<file path="src/rtl/gcl_config_sequencer_if.sv">
// Host-side bus of the GCL config sequencer: shadow-list writes, change requests,
// PTP time / CycleStart inputs and the load port towards list_execute_sm.
interface gcl_config_sequencer_if #(
    parameter int unsigned ID_W   = 4,
    parameter int unsigned GATE_W = 9,
    parameter int unsigned TIME_W = 20
) ();
    logic                   adm_wr;
    logic                   adm_wr_sel;
    logic [ID_W-1:0]        adm_wr_id;
    logic [TIME_W-1:0]      adm_wr_data;
    logic                   cfg_change_req;
    logic [63:0]            cfg_change_time;
    logic [63:0]            sync_time_ptp_ns_mini;
    logic                   CycleStart;
    logic                   gcl_ld;
    logic [ID_W-1:0]        gcl_id;
    logic [GATE_W-1:0]      gcl_ld_data;
    logic                   gcl_time_ld;
    logic [ID_W-1:0]        gcl_time_id;
    logic [TIME_W-1:0]      gcl_ld_time;
    logic                   cfg_pending;
    logic                   cfg_busy;
    logic                   cfg_done;
    logic                   cfg_err;
    logic [TIME_W+ID_W-1:0] oper_cycle_time;

    modport master (
        output adm_wr, adm_wr_sel, adm_wr_id, adm_wr_data, cfg_change_req, cfg_change_time,
               sync_time_ptp_ns_mini, CycleStart,
        input  gcl_ld, gcl_id, gcl_ld_data, gcl_time_ld, gcl_time_id, gcl_ld_time,
               cfg_pending, cfg_busy, cfg_done, cfg_err, oper_cycle_time
    );

    modport slave (
        input  adm_wr, adm_wr_sel, adm_wr_id, adm_wr_data, cfg_change_req, cfg_change_time,
               sync_time_ptp_ns_mini, CycleStart,
        output gcl_ld, gcl_id, gcl_ld_data, gcl_time_ld, gcl_time_id, gcl_ld_time,
               cfg_pending, cfg_busy, cfg_done, cfg_err, oper_cycle_time
    );
endinterface

</file>
<file path="src/rtl/gcl_config_sequencer.sv">
// Owns the admin (shadow) gate control list and, at a requested PTP time, waits for
// the next CycleStart and streams every gate entry then every interval into
// list_execute_sm, finally reporting the new operational cycle length.
module gcl_config_sequencer #(
    parameter int unsigned NUM_ENTRIES = 16,
    parameter int unsigned ID_W        = 4,
    parameter int unsigned GATE_W      = 9,
    parameter int unsigned TIME_W      = 20,
    parameter int unsigned LD_GAP      = 1
) (
    input  logic                  clk,
    input  logic                  rst,
    gcl_config_sequencer_if.slave bus
);
    localparam int unsigned ACC_W = TIME_W + ID_W;

    typedef enum logic [2:0] {IDLE, PEND, WAIT_CS, LOAD_G, LOAD_T, DONE} state_t;

    state_t              state_q, state_d;
    logic [63:0]         chg_time_q, chg_time_d;
    logic [ID_W-1:0]     idx_q, idx_d;
    logic [2:0]          gap_q, gap_d;
    logic [ACC_W-1:0]    acc_q, acc_d;
    logic [ACC_W-1:0]    oper_q, oper_d;
    logic [GATE_W-1:0]   gate_mem_q [NUM_ENTRIES];
    logic [GATE_W-1:0]   gate_mem_d [NUM_ENTRIES];
    logic [TIME_W-1:0]   time_mem_q [NUM_ENTRIES];
    logic [TIME_W-1:0]   time_mem_d [NUM_ENTRIES];
    logic                ld_q, ld_d, tld_q, tld_d;
    logic [ID_W-1:0]     id_q, id_d, tid_q, tid_d;
    logic [GATE_W-1:0]   ld_data_q, ld_data_d;
    logic [TIME_W-1:0]   ld_time_q, ld_time_d;
    logic                pending_q, pending_d, busy_q, busy_d;
    logic                done_q, done_d, err_q, err_d;

    logic                in_load, id_ok, entry_done, last_entry;
    logic [ID_W-1:0]     nxt_idx;

    // Next-state, shadow-write and load-strobe computation; outputs are registered from the _d values.
    always_comb begin
        state_d    = state_q;
        chg_time_d = chg_time_q;
        idx_d      = idx_q;
        gap_d      = gap_q;
        acc_d      = acc_q;
        oper_d     = oper_q;
        gate_mem_d = gate_mem_q;
        time_mem_d = time_mem_q;
        ld_d       = 1'b0;
        id_d       = '0;
        ld_data_d  = '0;
        tld_d      = 1'b0;
        tid_d      = '0;
        ld_time_d  = '0;
        done_d     = 1'b0;
        err_d      = 1'b0;

        in_load    = (state_q == LOAD_G) || (state_q == LOAD_T) || (state_q == DONE);
        id_ok      = 32'(bus.adm_wr_id) < NUM_ENTRIES;
        entry_done = 32'(gap_q) == LD_GAP;
        last_entry = 32'(idx_q) == NUM_ENTRIES - 1;
        nxt_idx    = idx_q + 1'b1;

        if (bus.adm_wr) begin
            if (in_load || !id_ok) begin
                err_d = 1'b1;
            end else if (bus.adm_wr_sel) begin
                time_mem_d[bus.adm_wr_id] = bus.adm_wr_data;
            end else begin
                gate_mem_d[bus.adm_wr_id] = bus.adm_wr_data[GATE_W-1:0];
            end
        end
        if (bus.cfg_change_req && in_load) begin
            err_d = 1'b1;
        end

        // Strobe data is taken from the post-write arrays so a same-cycle write is loaded.
        case (state_q)
            IDLE, PEND, WAIT_CS: begin
                if (bus.cfg_change_req) begin
                    state_d    = PEND;
                    chg_time_d = bus.cfg_change_time;
                end else if (state_q == PEND && bus.sync_time_ptp_ns_mini >= chg_time_q) begin
                    state_d = WAIT_CS;
                end else if (state_q == WAIT_CS && bus.CycleStart) begin
                    state_d   = LOAD_G;
                    idx_d     = '0;
                    gap_d     = '0;
                    ld_d      = 1'b1;
                    ld_data_d = gate_mem_d[0];
                end
            end
            LOAD_G: begin
                if (!entry_done) begin
                    gap_d = gap_q + 3'd1;
                end else if (last_entry) begin
                    state_d   = LOAD_T;
                    idx_d     = '0;
                    gap_d     = '0;
                    tld_d     = 1'b1;
                    ld_time_d = time_mem_d[0];
                    acc_d     = ACC_W'(time_mem_d[0]);
                end else begin
                    idx_d     = nxt_idx;
                    gap_d     = '0;
                    ld_d      = 1'b1;
                    id_d      = nxt_idx;
                    ld_data_d = gate_mem_d[nxt_idx];
                end
            end
            LOAD_T: begin
                if (!entry_done) begin
                    gap_d = gap_q + 3'd1;
                end else if (last_entry) begin
                    state_d = DONE;
                    idx_d   = '0;
                    gap_d   = '0;
                    done_d  = 1'b1;
                    oper_d  = acc_q;
                end else begin
                    idx_d     = nxt_idx;
                    gap_d     = '0;
                    tld_d     = 1'b1;
                    tid_d     = nxt_idx;
                    ld_time_d = time_mem_d[nxt_idx];
                    acc_d     = acc_q + ACC_W'(time_mem_d[nxt_idx]);
                end
            end
            DONE:    state_d = IDLE;
            default: state_d = IDLE;
        endcase

        pending_d = (state_d == PEND) || (state_d == WAIT_CS);
        busy_d    = (state_d == LOAD_G) || (state_d == LOAD_T);
    end

    // State, shadow arrays and registered outputs; reset abandons any load in progress.
    always_ff @(posedge clk) begin
        if (rst) begin
            state_q    <= IDLE;
            chg_time_q <= '0;
            idx_q      <= '0;
            gap_q      <= '0;
            acc_q      <= '0;
            oper_q     <= '0;
            for (int unsigned i = 0; i < NUM_ENTRIES; i++) begin
                gate_mem_q[i] <= '0;
                time_mem_q[i] <= '0;
            end
            ld_q       <= 1'b0;
            id_q       <= '0;
            ld_data_q  <= '0;
            tld_q      <= 1'b0;
            tid_q      <= '0;
            ld_time_q  <= '0;
            pending_q  <= 1'b0;
            busy_q     <= 1'b0;
            done_q     <= 1'b0;
            err_q      <= 1'b0;
        end else begin
            state_q    <= state_d;
            chg_time_q <= chg_time_d;
            idx_q      <= idx_d;
            gap_q      <= gap_d;
            acc_q      <= acc_d;
            oper_q     <= oper_d;
            gate_mem_q <= gate_mem_d;
            time_mem_q <= time_mem_d;
            ld_q       <= ld_d;
            id_q       <= id_d;
            ld_data_q  <= ld_data_d;
            tld_q      <= tld_d;
            tid_q      <= tid_d;
            ld_time_q  <= ld_time_d;
            pending_q  <= pending_d;
            busy_q     <= busy_d;
            done_q     <= done_d;
            err_q      <= err_d;
        end
    end

    assign bus.gcl_ld          = ld_q;
    assign bus.gcl_id          = id_q;
    assign bus.gcl_ld_data     = ld_data_q;
    assign bus.gcl_time_ld     = tld_q;
    assign bus.gcl_time_id     = tid_q;
    assign bus.gcl_ld_time     = ld_time_q;
    assign bus.cfg_pending     = pending_q;
    assign bus.cfg_busy        = busy_q;
    assign bus.cfg_done        = done_q;
    assign bus.cfg_err         = err_q;
    assign bus.oper_cycle_time = oper_q;
endmodule

</file>
<file path="src/flat_wrapper.sv">
// flat-port wrapper written by rule: the top's interface ports become plain ports
module gcl_config_sequencer_flat 
#(
    parameter int unsigned NUM_ENTRIES = 16,
    parameter int unsigned ID_W        = 4,
    parameter int unsigned GATE_W      = 9,
    parameter int unsigned TIME_W      = 20,
    parameter int unsigned LD_GAP      = 1
)
  (clk, rst, bus_adm_wr, bus_adm_wr_sel, bus_adm_wr_id, bus_adm_wr_data, bus_cfg_change_req, bus_cfg_change_time, bus_sync_time_ptp_ns_mini, bus_CycleStart, bus_gcl_ld, bus_gcl_id, bus_gcl_ld_data, bus_gcl_time_ld, bus_gcl_time_id, bus_gcl_ld_time, bus_cfg_pending, bus_cfg_busy, bus_cfg_done, bus_cfg_err, bus_oper_cycle_time);
  gcl_config_sequencer_if #(.ID_W(ID_W), .GATE_W(GATE_W), .TIME_W(TIME_W)) bus_i ();
  input  logic clk;
  input  logic rst;
  input wire logic [$bits(bus_i.adm_wr)-1:0] bus_adm_wr;
  input wire logic [$bits(bus_i.adm_wr_sel)-1:0] bus_adm_wr_sel;
  input wire logic [$bits(bus_i.adm_wr_id)-1:0] bus_adm_wr_id;
  input wire logic [$bits(bus_i.adm_wr_data)-1:0] bus_adm_wr_data;
  input wire logic [$bits(bus_i.cfg_change_req)-1:0] bus_cfg_change_req;
  input wire logic [$bits(bus_i.cfg_change_time)-1:0] bus_cfg_change_time;
  input wire logic [$bits(bus_i.sync_time_ptp_ns_mini)-1:0] bus_sync_time_ptp_ns_mini;
  input wire logic [$bits(bus_i.CycleStart)-1:0] bus_CycleStart;
  output wire logic [$bits(bus_i.gcl_ld)-1:0] bus_gcl_ld;
  output wire logic [$bits(bus_i.gcl_id)-1:0] bus_gcl_id;
  output wire logic [$bits(bus_i.gcl_ld_data)-1:0] bus_gcl_ld_data;
  output wire logic [$bits(bus_i.gcl_time_ld)-1:0] bus_gcl_time_ld;
  output wire logic [$bits(bus_i.gcl_time_id)-1:0] bus_gcl_time_id;
  output wire logic [$bits(bus_i.gcl_ld_time)-1:0] bus_gcl_ld_time;
  output wire logic [$bits(bus_i.cfg_pending)-1:0] bus_cfg_pending;
  output wire logic [$bits(bus_i.cfg_busy)-1:0] bus_cfg_busy;
  output wire logic [$bits(bus_i.cfg_done)-1:0] bus_cfg_done;
  output wire logic [$bits(bus_i.cfg_err)-1:0] bus_cfg_err;
  output wire logic [$bits(bus_i.oper_cycle_time)-1:0] bus_oper_cycle_time;
  assign bus_i.adm_wr = bus_adm_wr;
  assign bus_i.adm_wr_sel = bus_adm_wr_sel;
  assign bus_i.adm_wr_id = bus_adm_wr_id;
  assign bus_i.adm_wr_data = bus_adm_wr_data;
  assign bus_i.cfg_change_req = bus_cfg_change_req;
  assign bus_i.cfg_change_time = bus_cfg_change_time;
  assign bus_i.sync_time_ptp_ns_mini = bus_sync_time_ptp_ns_mini;
  assign bus_i.CycleStart = bus_CycleStart;
  assign bus_gcl_ld = bus_i.gcl_ld;
  assign bus_gcl_id = bus_i.gcl_id;
  assign bus_gcl_ld_data = bus_i.gcl_ld_data;
  assign bus_gcl_time_ld = bus_i.gcl_time_ld;
  assign bus_gcl_time_id = bus_i.gcl_time_id;
  assign bus_gcl_ld_time = bus_i.gcl_ld_time;
  assign bus_cfg_pending = bus_i.cfg_pending;
  assign bus_cfg_busy = bus_i.cfg_busy;
  assign bus_cfg_done = bus_i.cfg_done;
  assign bus_cfg_err = bus_i.cfg_err;
  assign bus_oper_cycle_time = bus_i.oper_cycle_time;
  gcl_config_sequencer #(.NUM_ENTRIES(NUM_ENTRIES), .ID_W(ID_W), .GATE_W(GATE_W), .TIME_W(TIME_W), .LD_GAP(LD_GAP)) u_core (.clk(clk), .rst(rst), .bus(bus_i));
endmodule
</file>
<file path="config.mk">
export PLATFORM = sky130hd
export DESIGN_NAME = gcl_config_sequencer_flat
export DESIGN_NICKNAME = d
export VERILOG_FILES = /design/src/rtl/gcl_config_sequencer_if.sv /design/src/rtl/gcl_config_sequencer.sv /design/src/flat_wrapper.sv
export SDC_FILE = /design/constraint.sdc
export NUM_CORES = 1
export LEC_CHECK = 0
export ABC_CLOCK_PERIOD_IN_PS = 6700
export CORE_MARGIN = 1.5
export CORE_UTILIZATION = 55
export CTS_BUF_LIST = sky130_fd_sc_hd__clkbuf_4
export CTS_CLUSTER_SIZE = 12
export DETAILED_ROUTE_END_ITERATION = 8
export PLACE_DENSITY = 0.84
export REMOVE_ABC_BUFFERS = 1
export SETUP_SLACK_MARGIN = 0.15
export SLEW_MARGIN = 20
export SYNTH_ARGS = -nofsm -noshare
export SYNTH_HDL_FRONTEND = slang
export SYNTH_SLANG_ARGS = --single-unit
</file>
<file path="constraint.sdc">
create_clock -name clk -period 6.7 [get_ports clk]
set_input_delay 2.01 -clock clk [delete_from_list [all_inputs] [get_ports clk]]
set_output_delay 2.01 -clock clk [all_outputs]
set_load 0.02 [all_outputs]
</file>
# Word-level counts from Yosys, hierarchy flattened
# Cells that the tools add are included.
# word_totals
ff_bits	629
output_inout_bits	67
elab_cells	164
in_bits	158
# op_classes
n_eq_ne	19
addsub	3
n_reduce_logical	20
n_mux	66
bitwise_logic	4
n_lt_le_gt_ge	4
# op_table
op	count
$mux 320	3
$mux 144	3
$bwmux 320	1
$bwmux 144	1
$mux 20	7
$mux 24	4
$bmux 20 s4	1
$demux 20 s4	1
$mux 9	8
$ge 64x64->1	1
$pmux 24 s2	1
$pmux 20 s2	1
$bmux 9 s4	1
$demux 9 s4	1
$mux 3	11
$add 24x20->24	1
$mux 4	6
$pmux 9 s2	1
$eq 3x2->1 const B	4
$ge 5x5->1 const B	2
$mux 1	10
$ne 2x1->1 const B	5
$not 4->5	2
$reduce_and 5->1	2
other kinds (21)	38

# Longest topological paths before layout
# depth
depth_word	16
ltp_mapped	22
depth_no_buf	18

# Worst setup path before layout
# No wires, ideal clock.
# synth_timing
path_type	input-to-reg
start	input port bus_adm_wr_id[3]
end	register u_core.acc_q[22]
path_buffers	3
path_slack_ns	0.641
arrival_time_ns	5.989
setup_ns	0.070
stages	20
cell_sequence	clkbuf_1 -> nor2b_1 -> buf_1 -> nand2_1 -> buf_2 -> mux2i_1 -> mux4_2 -> mux2i_1 -> nor2_1 -> a21oi_1 -> ha_1 -> fa_1 -> a21oi_1 -> o211ai_1 -> nand2_1 -> nor3_1 -> nor3_1 -> o41a_1 -> or3_1 -> a21oi_1
# synth_via
elab_chain_cells	16
elab_cells_between_ends	17
classes_between	1 x add/sub; 2 x order compare; 12 x mux; 1 x bitwise; 1 x reduce/logical
# synth_lines
item	line	source
start, declared	flat_wrapper.sv:16	input wire logic [$bits(bus_i.adm_wr_id)-1:0] bus_adm_wr_id;
$not 4->5 (implied by the code) (*)	gcl_config_sequencer.sv:68	time_mem_d[bus.adm_wr_id] = bus.adm_wr_data;
$ge 5x5->1 (implied by the code) / $lt 5x1->1 (equally long branches)	gcl_config_sequencer.sv:68	
$logic_and 1x1->1 (implied by the code)	gcl_config_sequencer.sv:68	
$mux 20 (implied by the code)	gcl_config_sequencer.sv:68	
$demux 20 s4 (*)	gcl_config_sequencer.sv:68	
$bwmux 320 (*)	gcl_config_sequencer.sv:68	
$mux 320 (*)	gcl_config_sequencer.sv:67	end else if (bus.adm_wr_sel) begin
$mux 320 (*)	gcl_config_sequencer.sv:65	if (in_load || !id_ok) begin
$mux 320 (*)	gcl_config_sequencer.sv:64	if (bus.adm_wr) begin
$bmux 20 s4 (*)	gcl_config_sequencer.sv:126	acc_d = acc_q + ACC_W'(time_mem_d[nxt_idx]);
$mux 20 (implied by the code) (*) (2 in a row)	gcl_config_sequencer.sv:126	
$add 24x20->24 (*)	gcl_config_sequencer.sv:126	
$mux 24 (*)	gcl_config_sequencer.sv:114	end else if (last_entry) begin
$mux 24 (*)	gcl_config_sequencer.sv:112	if (!entry_done) begin
$pmux 24 s2 (*)	gcl_config_sequencer.sv:78	case (state_q)
end signal, assigned	gcl_config_sequencer.sv:144	acc_q <= '0;
end signal, assigned	gcl_config_sequencer.sv:165	acc_q <= acc_d;
end, declared	gcl_config_sequencer.sv:23	logic [ACC_W-1:0] acc_q, acc_d;
# Mark *: on every way between the ends. The rest lies on a longest branch, timed or not. The select of a mux whose other input is x is not followed.
# A chain may end at the register's enable or synchronous reset.

# Worst setup path in the final report
# layout_timing
start	input port bus_adm_wr
end	register u_core.acc_q[22]
# layout_via
elab_chain_cells	8
# layout_lines
item	line	source
start, declared	flat_wrapper.sv:14	input wire logic [$bits(bus_i.adm_wr)-1:0] bus_adm_wr;
$mux 320	gcl_config_sequencer.sv:64	
$bmux 20 s4	gcl_config_sequencer.sv:126	
$mux 20 (implied by the code) (2 in a row)	gcl_config_sequencer.sv:126	
$add 24x20->24	gcl_config_sequencer.sv:126	
$mux 24	gcl_config_sequencer.sv:114	
$mux 24	gcl_config_sequencer.sv:112	
$pmux 24 s2	gcl_config_sequencer.sv:78	
# Every way passes these cells. The select of a mux whose other input is x is not followed.

==> results.md <==
* Status: completed
* Clock Sinks at 629
* WL final at 85900 um
* Final Hold Fails at 0
* Number of flops mapped to enable cells by yosys at 0
* Die Span X at 233 um
* CP endpoint kind: flip-flop
* Postcts setup bufs at 0
* CTS Hold Bufs at 0
* First-pass GRT wire length at 133000 um
* CP Max Fanout at 6
* # IOs at 225
* Synth area leaders: dfxtp_1, mux2i_1, nor2_1
* Worst vdd ir at 0.157 mV
* Worst slew pin tran at 1.16 ns
* Slew HR at 22.5%
* Syn_area_per_cell at 9.13 um2
* Asr flop ratio synth at 0%
* Initial Util at 55.6%
* Worst r2r path cells at 18
* Slew Viols, Final at 0
* Reg2reg end: u_core.acc_q[22]
* Fmax at 166 MHz
* Reg-to-reg startpoint: u_core.state_q[2]
* Total area of sequential cells at 0.0126 mm2
* Routed Antenna Nets at 0
* Buffers on Ports at 224
* Critical Path End: u_core.acc_q[22]
* Yosys cell types at 77
* Clock Latency Late Sink at 1.03 ns
* Critical Path Most Common Cell: a21oi_1
* Crit path from: bus_adm_wr
* Synth warn at 0
* Filler cells at 3927
* Final RePlAce weighted congestion at 0.970
* CP max stage delay at 0.57 ns
* Largest net degree at the start of global routing at 224
* Max cap viols at 0
* Data required time of the critical path at 7.66 ns
* Routed vias/inst at 5.93
* Synth area leader: dfxtp_1
* H-tree levels at 4
* Placeable Area at 0.0524 mm2
* Layout cell share with drive strength beyond 1 at 15.4%
* Gr ovfl total at 0
* Initial antenna violation count at 4
* Yosys reg bits at 629
* Final Hold Slack at 0.453 ns
* DRC violations left at 0
* Number of global-route vias before repair at 24900
* Tot Pwr at 7590 uW
* Clock Root Buffer: clkbuf_4
* Clock skew at 0.0655 ns
* Clk buf depth at 3
* DP HPWL at 57700 um
* Static leakage at 0.0155 uW
* Tcrit/Tclk final at 89.7%
* CTS clk-pin slew, worst paths at 0.07 ns
* Primary FF master, synth: dfxtp_1
* Total GRT Usage at 31.4%
* Wire length per cell at 19.8 um
* CP cell instances: clkdlybuf4s50_1, and2_1, and4_1, nand2_2, mux2i_1, mux4_2, mux2i_1, nor2_1, a21oi_1, ha_1, fa_1, a21oi_1, o211ai_1, nand2_1, nor3_1, nor3_1, o41a_1, or3_1, a21oi_1
* Total CTS buffers at 160
* Area of the multi-input gates at 0.0154 mm2
* DR iter-0 viols at 2837
* Synthesis-to-finish area growth at 19.7%
* Synth Cell Area at 0.0292 mm2
* Min Tclk post-route at 6.01 ns
* Hold Crit Class: flip-flop to flip-flop
* DR pass1 iterations at 6
* TritonCTS clock tree: yes
* RSZ-0062 raised after global routing: false
* Final setup fails at 0
* CTS resizes at 0
* Rows at 84
* Worst-path cell with the longest stage delay: clkdlybuf4s50_1
* Post-synthesis sequential area ratio at 43.2%
* Synth top area share at 43.2%
* Reg2Reg Setup Slack at 1.37 ns
* Startpoint Class: input pin
* Via count at 25700
* Worst Path Arrival at 6.97 ns
* Die Ht at 233 um
* Crit Path Class: input pin to flip-flop
* Syn Inst Count at 3196
* Power per cell area at 217 mW/mm2
* Die area at 0.0544 mm2
* Nets at 3771
through the flow:
stage	utilization, %	std cells	setup TNS [ns]	instance area [um2]	worst slack, ns
final	66.6	4332	0	34900	0.689
after global routing	66.6	4331	0	34900	0.343
after CTS	66.6	4329	0	34900	0.890
after detailed placement	62.8	4053	-1.32	32900	-0.242
after global placement	62.8	4053	-0.379	32900	-0.102
after floorplan	-	2952	-22.16	28200	-1.36
report_power, final:
group / internal, uW / switching [uW] / leakage, uW
logic: 223 / 294 / 0.00924
registers: 3780 / 19.1 / 0.00508
clock network: 1660 / 1620 / 0.00117
critical path, delay by kind of cell:
kind / cells / cell delay (ns)
adder cells (fa/ha/maj): 2 / 0.45
AND/OR/NAND/NOR: 8 / 1.84
AO/OA/AOI/OAI: 5 / 1.21
multiplexers: 3 / 0.86
buffers and inverters: 1 / 0.57
final cells by class:
cell class | instances | area share (%)
well taps | 688 | 2.47
repair buffers | 413 | 10.8
clock inverters | 54 | 0.964
diodes | 3 | 0.0215
inverters | 75 | 0.813
flip-flops and latches | 629 | 36.1
clock buffers | 222 | 4.77
multi-input cells | 2248 | 44.1
synth_stat cells, types with 6 or more instances:
cell / count
buf_2: 30
o21ai_0: 45
nor3_1: 48
ha_1: 85
a22oi_1: 26
nor2b_1: 10
mux2_2: 8
o22ai_1: 21
nand4_1: 19
nand2_1: 360
xnor2_1: 15
o32a_1: 11
o211ai_1: 14
o21ai_1: 6
a22o_1: 12
mux2i_1: 431
nand3_1: 35
dfxtp_1: 629
buf_1: 22
a21oi_1: 232
a31oi_1: 12
a21o_1: 10
inv_1: 72
nand2b_1: 9
a211oi_1: 24
mux4_2: 81
nor2_1: 574
o21bai_1: 8
nor2_2: 6
nor4_1: 12
clkbuf_1: 188
a211o_1: 14
or3_1: 7
a221oi_1: 7
sequential cells by signal, indices dropped and copies added (netlist names):
name / cells
u_core.bus.gcl_id: 4
u_core.bus.cfg_done: 1
u_core.bus.gcl_ld_time: 20
u_core.idx_q: 4
u_core.bus.gcl_time_ld: 1
u_core.bus.cfg_err: 1
u_core.bus.oper_cycle_time: 24
u_core.bus.gcl_ld_data: 9
u_core.bus.cfg_pending: 1
u_core.bus.gcl_ld: 1
u_core.gap_q: 3
u_core.bus.gcl_time_id: 4
u_core.bus.cfg_busy: 1
u_core.acc_q: 24
u_core.chg_time_q: 64
u_core.state_q: 3
u_core.gate_mem_q: 144
u_core.time_mem_q: 320
cells in the final DEF (no fill, tap or decap), types with 34 or more instances in the layout:
master	netlist	layout
inv_1	72	72
clkbuf_4	0	222
buf_4	4	180
mux4_2	81	81
nand3_1	35	35
dfxtp_1	629	628
mux2i_1	431	431
clkdlybuf4s50_1	0	223
ha_1	85	85
a21oi_1	232	232
nor2_1	574	570
nor3_1	48	48
o21ai_0	45	45
clkinv_1	0	34
nand2_1	360	360
cell families after synthesis:
kind of cell	count (synthesis)	synth area share, %
AOI/OAI and AO/OA	496	10.7
xor gates and xnor gates	21	0.677
adders and majority gates	86	3.71
buffers and inverters	319	4.28
DFF	629	43.2
muxes	520	21.3
and+or+nand+nor	1125	16.1
how the worst min path moves through the flow:
| stage | to | slack (ns) | start | cells past startpoint |
|---|---|---|---|---|
| 2_1_floorplan | u_core.time_mem_q[101] | 0.43 | u_core.time_mem_q[101] | 2 |
| 3_3_place_gp | u_core.chg_time_q[23] | 0.44 | u_core.chg_time_q[23] | 2 |
| 3_5_place_dp | u_core.bus.oper_cycle_time[2] | 0.45 | u_core.bus.oper_cycle_time[2] | 2 |
| 4_1_cts | u_core.bus.oper_cycle_time[17] | 0.45 | u_core.acc_q[17] | 2 |
| 5_1_grt | u_core.chg_time_q[39] | 0.47 | u_core.chg_time_q[39] | 2 |
| 6_report | u_core.chg_time_q[41] | 0.45 | u_core.chg_time_q[41] | 2 |
per-layer routing:
layer | part of all wire, % | vias to the layer above | GRT usage, %
li1 | - | 11900 | -
met1 | 39 | 12100 | 39.3
met2 | 46 | 1371 | 49.4
met3 | 10 | 273 | 7.98
met4 | 4.8 | 2 | 17.5
met5 | 0.015 | - | 0
(Power assumes the default switching activity.)
